===== src/rtl/crypto_core_driver.sv =====
// crypto_core_driver: initiator-side sequencer for the 16-bit crypto core.
// Accepts one encrypt/decrypt command and presents key/data/mode to the core.
// Holds the core begin strobe for BGN_CYCLES cycles, then waits for the core
// finish flag, bounded by TIMEOUT cycles. Returns the captured data/key result,
// or an error response, over a valid/ready handshake.
module crypto_core_driver #(
   parameter int BGN_CYCLES = 4,
   parameter int TIMEOUT    = 200
) (
   input  logic        clk,
   input  logic        rst,
   input  logic        cmd_valid,
   output logic        cmd_ready,
   input  logic [1:0]  cmd_op,
   input  logic [15:0] cmd_key,
   input  logic [15:0] cmd_data,
   output logic        rsp_valid,
   input  logic        rsp_ready,
   output logic [15:0] rsp_data,
   output logic [15:0] rsp_key,
   output logic        rsp_err,
   output logic [1:0]  core_mode,
   output logic [15:0] core_key,
   output logic [15:0] core_data,
   output logic        core_bgn,
   input  logic        core_fin,
   input  logic [15:0] core_key_res,
   input  logic [15:0] core_data_res,
   output logic        busy,
   output logic [7:0]  done_count
);

   typedef enum logic [1:0] {
      IDLE   = 2'd0,
      LAUNCH = 2'd1,
      WAIT   = 2'd2,
      RESP   = 2'd3
   } state_t;

   localparam logic [3:0] BGN_LAST = 4'(BGN_CYCLES);
   localparam logic [7:0] TO_LAST  = 8'(TIMEOUT);

   state_t      state_q;
   logic [3:0]  bgn_cnt_q;
   logic [7:0]  wait_cnt_q;
   logic [7:0]  wait_cnt_d;
   logic        cmd_ready_q;
   logic        rsp_valid_q;
   logic [15:0] rsp_data_q;
   logic [15:0] rsp_key_q;
   logic        rsp_err_q;
   logic [1:0]  core_mode_q;
   logic [15:0] core_key_q;
   logic [15:0] core_data_q;
   logic        core_bgn_q;
   logic        busy_q;
   logic [7:0]  done_count_q;
   logic        op_legal;

   // Saturating increment so internal counters never wrap.
   function automatic logic [7:0] sat_inc8(input logic [7:0] v);
      return (v == 8'hFF) ? v : v + 8'd1;
   endfunction

   function automatic logic [3:0] sat_inc4(input logic [3:0] v);
      return (v == 4'hF) ? v : v + 4'd1;
   endfunction

   // Legal ops are 01 and 10, exactly the codes whose bits differ.
   assign op_legal = cmd_op[0] ^ cmd_op[1];

   // Next value of the WAIT-cycle counter, counting the cycle being sampled.
   always_comb begin
      wait_cnt_d = sat_inc8(wait_cnt_q);
   end

   // Control FSM; all outputs are registered here.
   always_ff @(posedge clk) begin
      if (rst) begin
         state_q      <= IDLE;
         bgn_cnt_q    <= 4'd0;
         wait_cnt_q   <= 8'd0;
         cmd_ready_q  <= 1'b1;
         rsp_valid_q  <= 1'b0;
         rsp_data_q   <= 16'd0;
         rsp_key_q    <= 16'd0;
         rsp_err_q    <= 1'b0;
         core_mode_q  <= 2'd0;
         core_key_q   <= 16'd0;
         core_data_q  <= 16'd0;
         core_bgn_q   <= 1'b0;
         busy_q       <= 1'b0;
         done_count_q <= 8'd0;
      end else begin
         case (state_q)
            IDLE: begin
               if (cmd_valid && cmd_ready_q) begin
                  cmd_ready_q <= 1'b0;
                  busy_q      <= 1'b1;
                  if (op_legal) begin
                     state_q     <= LAUNCH;
                     core_mode_q <= cmd_op;
                     core_key_q  <= cmd_key;
                     core_data_q <= cmd_data;
                     core_bgn_q  <= 1'b1;
                     bgn_cnt_q   <= 4'd1;
                  end else begin
                     state_q     <= RESP;
                     rsp_valid_q <= 1'b1;
                     rsp_err_q   <= 1'b1;
                     rsp_data_q  <= 16'd0;
                     rsp_key_q   <= 16'd0;
                  end
               end
            end

            LAUNCH: begin
               // core_fin is deliberately not looked at while begin is held.
               if (bgn_cnt_q >= BGN_LAST) begin
                  core_bgn_q <= 1'b0;
                  wait_cnt_q <= 8'd0;
                  state_q    <= WAIT;
               end else begin
                  bgn_cnt_q <= sat_inc4(bgn_cnt_q);
               end
            end

            WAIT: begin
               // A finish in the very cycle the limit is hit still counts as success.
               if (core_fin) begin
                  rsp_data_q  <= core_data_res;
                  rsp_key_q   <= core_key_res;
                  rsp_err_q   <= 1'b0;
                  rsp_valid_q <= 1'b1;
                  state_q     <= RESP;
               end else if (wait_cnt_d >= TO_LAST) begin
                  rsp_data_q  <= 16'd0;
                  rsp_key_q   <= 16'd0;
                  rsp_err_q   <= 1'b1;
                  rsp_valid_q <= 1'b1;
                  state_q     <= RESP;
               end else begin
                  wait_cnt_q <= wait_cnt_d;
               end
            end

            RESP: begin
               if (rsp_ready) begin
                  if (!rsp_err_q) begin
                     done_count_q <= done_count_q + 8'd1;
                  end
                  rsp_valid_q <= 1'b0;
                  rsp_data_q  <= 16'd0;
                  rsp_key_q   <= 16'd0;
                  rsp_err_q   <= 1'b0;
                  core_mode_q <= 2'd0;
                  core_key_q  <= 16'd0;
                  core_data_q <= 16'd0;
                  busy_q      <= 1'b0;
                  cmd_ready_q <= 1'b1;
                  state_q     <= IDLE;
               end
            end

            default: begin
               state_q <= IDLE;
            end
         endcase
      end
   end

   assign cmd_ready  = cmd_ready_q;
   assign rsp_valid  = rsp_valid_q;
   assign rsp_data   = rsp_data_q;
   assign rsp_key    = rsp_key_q;
   assign rsp_err    = rsp_err_q;
   assign core_mode  = core_mode_q;
   assign core_key   = core_key_q;
   assign core_data  = core_data_q;
   assign core_bgn   = core_bgn_q;
   assign busy       = busy_q;
   assign done_count = done_count_q;

endmodule


===== config.mk =====
export PLATFORM = sky130hd
export DESIGN_NAME = crypto_core_driver
export DESIGN_NICKNAME = d
export VERILOG_FILES = /design/src/rtl/crypto_core_driver.sv
export SDC_FILE = /design/constraint.sdc
export NUM_CORES = 1
export LEC_CHECK = 0
export CAP_MARGIN = 20
export CORE_MARGIN = 4
export CORE_UTILIZATION = 44
export DETAILED_ROUTE_END_ITERATION = 7
export PLACE_DENSITY = 0.8
export RECOVER_POWER = 100
export SETUP_SLACK_MARGIN = 0.05
export SYNTH_ARGS = -nofsm -noshare
export SYNTH_HDL_FRONTEND = slang
export SYNTH_SLANG_ARGS = --single-unit

===== constraint.sdc =====
create_clock -name clk -period 2.5 [get_ports clk]
set_input_delay 0.375 -clock clk [delete_from_list [all_inputs] [get_ports clk]]
set_output_delay 0.375 -clock clk [all_outputs]
set_load 0.005 [all_outputs]

==> metrics, run 1 <==
outcome=complete, no violations; EDFF count, synth=0; hpwl dp=7630 um; sequential share of the synthesized area=46.38%; FP Rows=34; largest net degree at the start of global routing=69; ANT nets after route=0; routed via count=3,737; flop and latch count out of synthesis=93; initial antenna violation count=0; Netlist Area Pre-Place=0.004014 mm^2; RSZ-0062 raised after global routing=no; Starting Density=45.58%; IO Count=150; Reg2Reg Depth=9; Chip Width=103.5 um; Max Slew Vio Count=0; Finish-stage setup viols=0; # port buffers=149; area of the core=0.008806 mm^2; CP max FO=68; vias in the first global route=3,807; share of power burned in registers=40.5%; PwrDens=803.9 mW/mm^2; power share of the clock group=19.9%; Synth area leader=dfxtp_1; share of post-route cells with drive strength above 1=5.691%; CTS tree=yes; total gr overflow=0; chip height=103.5 um; peak supply drop=573.6 uV; CP Class=flip-flop to flip-flop; commonest cells after routing, fill and taps aside=93 x dfxtp_1, 82 x nand2_1, 79 x dlygate4sd3_1; Sw Share=35.71%; Syn Inst Count=467; Multi-input gate area=0.002023 mm^2; cts hold-fix bufs=0; drt via density=5.169; first-pass iteration count of the detailed router=5; max-cap viol count=0; switching pwr=1663 uW; top cells by area, synth=dfxtp_1 46%, mux2i_1 8.7%, nand2_1 7.7%; DR DRC count=0; Leakage=0.002504 uW; H-tree levels=3; Total Wirelength=10,730 um; Fin Setup TNS=0 ns; Reg clk slew, reported paths=0.10 ns; combinational share of power=39.6%; Pwr Total=4656 uW; worst skew pair latency=0.36 ns; GP Congestion=0.8924; routed len/inst=14.84 um; die area=0.01071 mm^2; Layout Skew=0.01530 ns; clock sink count=93; startpoint types=flip-flop; Synth cell types=48; ANT cells=0; worst hold path cell count=2; min cycle time layout=2.204 ns; initial drt markers=97; global-route wire length before repair=17,790 um; hold crit path type=input port to flip-flop; main flop type after synthesis=dfxtp_1; worst slew pin tran=0.6549 ns; Final Hold Viols=0; worst slack at placement=0.07642 ns; Worst Path Arrival=2.43 ns; slew margin rel.=56.34%; synth-to-layout area growth=44.30%; clock root cell=clkbuf_8; post-route setup slack=0.2965 ns; Post-synth ARST share=0%; post-synth top area share=46.38%; Syn Area/Cell=8.595 um^2; Fmax=453.8 MHz; synth warn=0; clock buffer depth=2; Crit. End Element=flip-flop; most common cell after layout, fill and taps aside=dfxtp_1; All-Layer GR Usage=19.70%; syn_nets=545; Reg area=0.001862 mm^2; Layout Nets=688; total clock buffers created by CTS=9; fillers=718; Pint=2993 uW; Critical Path RT=2.73 ns; period utilisation layout=88.14%
## area by class of cell
class / instances / area share (%)
multi-input cells: 337 / 34.93
flip-flops and latches: 93 / 32.15
repair buffers: 159 / 26.90
well taps: 108 / 2.333
clock buffers: 11 / 2.268
clock inverters: 5 / 0.7777
inverters: 10 / 0.6481
## worst max-delay path: stages (launching register included)
cell and delay, ns:
dfxtp_1 0.39, inv_1 0.08, ha_1 0.30, inv_1 0.15
nand2_1 0.11, o2111ai_4 0.08, clkbuf_4 0.59, nor3b_1 0.12
a21oi_1 0.16, nor2_1 0.07
## synth_stat cells (4+ instances only)
master and n:
dfxtp_1 93, mux2i_1 35, o21ai_1 4, clkbuf_1 19, a21oi_1 48, ha_1 7, nor3b_1 34, o21ai_0 6
nand2_1 82, xor2_1 5, buf_1 4, inv_1 9, nor2_1 56, nor3_1 6, nand3_1 8, and2_1 5
## worst paths after layout
kind	start	end	slack, ns
worst min-delay path	rst	core_bgn	0.36
worst min register to register	rsp_data[9]	rsp_data[9]	0.46
worst max register to register	state_q[0]	core_key[1]	0.30
worst max-delay path	state_q[0]	core_key[1]	0.30
## logic make-up (layout without fill, tap and decap cells)
kind of cell	Yosys count	count (layout)	share of synthesized area [%]
flip-flops	93	93	46.38
buffers and inverters	38	185	4.177
AND/OR/NAND/NOR	204	205	24.03
adder cells (fa/ha/maj)	7	7	2.182
multiplexers	35	35	8.728
AO/OA/AOI/OAI	82	82	12.75
XOR/XNOR	8	8	1.746
## registers in the layout, summed over array words and instances, names as in the netlist, 2 cells and up
name        flops
core_data      16
core_key       16
rsp_data       16
rsp_key        16
done_count      8
wait_cnt_q      8
bgn_cnt_q       4
core_mode       2
state_q         2
## through the flow
stage | instances | utilization (%) | cell area (um^2) | hold slack (ns)
after floorplan | 467 | - | 4014 | 0.4447
after global placement | 704 | 63.57 | 5598 | 0.4434
after detailed placement | 704 | 63.57 | 5598 | 0.4511
after CTS | 720 | 65.57 | 5774 | 0.3481
after global routing | 723 | 65.77 | 5792 | 0.3728
final | 723 | 65.77 | 5792 | 0.3601
## routing by layer
metal / share of wire [%] / vias to the layer above / track usage, %
met2: 44 / 140 / 31.26
met1: 43 / 1712 / 23.28
met3: 11 / 16 / 10.20
met5: 0 / - / 0
met4: 1.3 / 0 / 5.983
li1: - / 1869 / -
## power groups by stage
| stage | Combinational (uW) | Clock, uW | Sequential, uW |
|---|---|---|---|
| 5_1_grt | 2030 | 1020 | 1910 |
| 3_3_place_gp | 1840 | 0 | 1910 |
| 2_1_floorplan | 1050 | 0 | 1930 |
| 3_5_place_dp | 1870 | 0 | 1920 |
| 4_1_cts | 1890 | 952 | 1900 |
| 6_report | 1840 | 928 | 1880 |
## repair_timing
item                       4_1_cts  5_1_grt
resized for setup                0        2
setup endpoints to repair        0       34
buffers inserted                 0        2
Note: power is estimated with default switching activity, not from simulation.
==> inputs of run 2 (changes only) <==
--- a/config.mk
+++ b/config.mk
@@ -6,9 +6,10 @@
 export NUM_CORES = 1
 export LEC_CHECK = 0
 export CAP_MARGIN = 20
-export CORE_MARGIN = 4
+export CORE_MARGIN = 3
 export CORE_UTILIZATION = 44
 export DETAILED_ROUTE_END_ITERATION = 7
+export GPL_TIMING_DRIVEN = 0
 export PLACE_DENSITY = 0.8
 export RECOVER_POWER = 100
 export SETUP_SLACK_MARGIN = 0.05
==> metrics, run 2 (synthesis gave the netlist of run 1 again) <==
slew margin rel.=62.80% (+6.5 points); FP Rows=34 (unchanged); H-tree levels=3 (unchanged); share of post-route cells with drive strength above 1=4.603% (-1.1 points); total clock buffers created by CTS=9 (unchanged); clock buffer depth=2 (unchanged); hpwl dp=8437 um (+11%); Reg area=0.001862 mm^2 (unchanged); GP Congestion=0.8351 (-6.4%); hold crit path type=flip-flop to flip-flop; # port buffers=148 (-0.67%); slowest cell on the critical path=a211oi_4; Fin Setup TNS=0 ns (unchanged); commonest cells after routing, fill and taps aside=93 x dfxtp_1, 82 x nand2_1, 79 x dlygate4sd3_1; Finish-stage setup viols=0 (unchanged); Chip Width=101.5 um (-1.9%); Layout Nets=704 (+2.3%); worst hold path cell count=2 (unchanged); worst slew pin tran=0.5581 ns (-0.09686 ns); routed len/inst=14.76 um (-0.54%); die area=0.01030 mm^2 (-3.8%); CP max FO=10 (-85%); clock root cell=clkbuf_8; family with the most delay on the worst path=compound AO/OA/AOI/OAI gates; DR DRC count=0 (unchanged); Starting Density=45.58% (unchanged); startpoint types=flip-flop; outcome=complete, no violations; cts hold-fix bufs=0 (unchanged); buffers and inverters on the worst path=1 (-2); slowest stage delay, CP=0.38 ns (-0.21 ns); drt via density=5.213 (+0.85%); peak supply drop=674.1 uV (+18%); r2r setup slk=0.26 ns (-0.04 ns); worst skew pair latency=0.36 ns (about the same); HP Start=rsp_key[12]; All-Layer GR Usage=21.24% (+1.5 points); initial antenna violation count=0 (unchanged); RSZ-0062 raised after global routing=no; min cycle time layout=2.239 ns (+0.03553 ns); IO Count=150 (unchanged); Final Core Density=66.37% (+0.60 points); largest net degree at the start of global routing=16 (-77%); first-pass iteration count of the detailed router=4 (-1); Total Wirelength=10,890 um (+1.5%); Critical Path RT=2.73 ns (about the same); PwrDens=819.2 mW/mm^2 (+1.9%); Max Slew Vio Count=0 (unchanged); Reg2Reg Depth=8 (-1); global-route wire length before repair=17,530 um (-1.5%); Worst R2R End=rsp_key[6]; initial drt markers=121 (+25%); CTS tree=yes; ANT nets after route=0 (unchanged); most common cell after layout, fill and taps aside=dfxtp_1; RR Startpoint=wait_cnt_q[0]; Worst Path Arrival=2.47 ns (+0.04 ns); max-cap viol count=0 (unchanged); area of the core=0.008806 mm^2 (unchanged); synth-to-layout area growth=45.60%; Fmax=446.6 MHz (-1.6%); vias in the first global route=3,756 (-1.3%); Reg clk slew, reported paths=0.10 ns (about the same); chip height=101.5 um (-1.9%); clock sink count=93 (unchanged); Hold EP=rsp_key[12]; routed via count=3,847 (+2.9%); cell breakdown of the critical path=ha_1 > and2_0 > o31ai_2 > a211oi_1 > a211oi_4 > nand2_4 > buf_6 > mux2i_1; Crit. End Element=flip-flop; total gr overflow=0 (unchanged); Layout Skew=0.01588 ns (+0.0005741 ns); ANT cells=0 (unchanged); Multi-input gate area=0.001984 mm^2 (-1.9%); fillers=733 (+2.1%); Final Hold Viols=0 (unchanged); Leakage=0.002524 uW (+0.78%); CP Class=flip-flop to flip-flop; period utilisation layout=89.56% (+1.4 points)
run 2: cell count changes in the layout (fill, tap and decap cells not counted), moves of 2 or more:
cell	delta
buf_4	-8
buf_1	+2
buf_6	+3
clkbuf_2	+2
clkinv_4	-2
clkbuf_1	+17
bufinv_16	+2
run 2: stage by stage:
step	power (uW)	instances	setup slack [ns]	cell area, um^2	hold WS (ns)
floorplan	2978	467	0.5355	4014	0.4447
global placement	3788	723	-0.002145	5630	0.4442
detailed placement	3840	723	-0.1468	5630	0.4566
CTS	4934	738	0.2448	5842	0.4703
global route	5108	738	0.06474	5844	0.4880
finish	4788	738	0.2609	5844	0.4615
run 2: where the power goes:
part           total [uW]  internal [uW]  switching, uW
sequential           1880           1740            140
clock                1080            562            518
combinational        1830            878            951
run 2: worst max-delay path by stage:
stage / from / end / slack, ns / depth (start not counted)
2_1_floorplan: wait_cnt_q[0] / rsp_data[0] / 0.54 / 8
3_3_place_gp: cmd_op[0] / core_key[2] / -0.002 / 8
3_5_place_dp: cmd_op[0] / core_key[0] / -0.15 / 8
4_1_cts: state_q[1] / core_key[4] / 0.24 / 7
5_1_grt: wait_cnt_q[0] / rsp_data[13] / 0.06 / 8
6_report: wait_cnt_q[0] / rsp_key[6] / 0.26 / 8
run 2: final cells by class:
type	instances	area share, %
multi-input combinational	336	33.95
clock buffer	10	2.184
buffer	28	2.269
tap	108	2.312
sequential	93	31.86
clock inverter	5	1.434
timing repair buffer	148	25.35
inverter	10	0.6423
run 2: worst min-delay path: stages, from the launching register on:
cell and delay, ns:
dfxtp_1 0.32, nand2_1 0.05, mux2i_1 0.06
run 2: per-layer routing:
layer  GRT usage, %  share of wire, %  vias up
met1          24.38                41     1776
met3          9.780                12       14
li1               -                 -     1915
met4          6.851               1.2        0
met2          35.21                46      142
met5              0                 0        -
run 2: what timing repair did:
item	in CTS	in global routing
setup buffers	0	0
endpoints found under the hold margin	0	0
gates resized for setup	0	2
setup endpoints to repair	0	15
==> inputs of run 3 (changes only) <==
==> constraint.sdc (replaced) <==
create_clock -name clk -period 2.5 [get_ports clk]
set_input_delay 0.375 -clock clk [delete_from_list [all_inputs] [get_ports clk]]
set_output_delay 0.375 -clock clk [all_outputs]
set_load 0.02 [all_outputs]
==> results of run 3 <==
Same layout as run 2 (identical final DEF). Status: complete, no violations.
Among the figures that moved: total power 4788 uW -> 5058 uW; worst IR drop on VDD 674.1 uV -> 695.1 uV
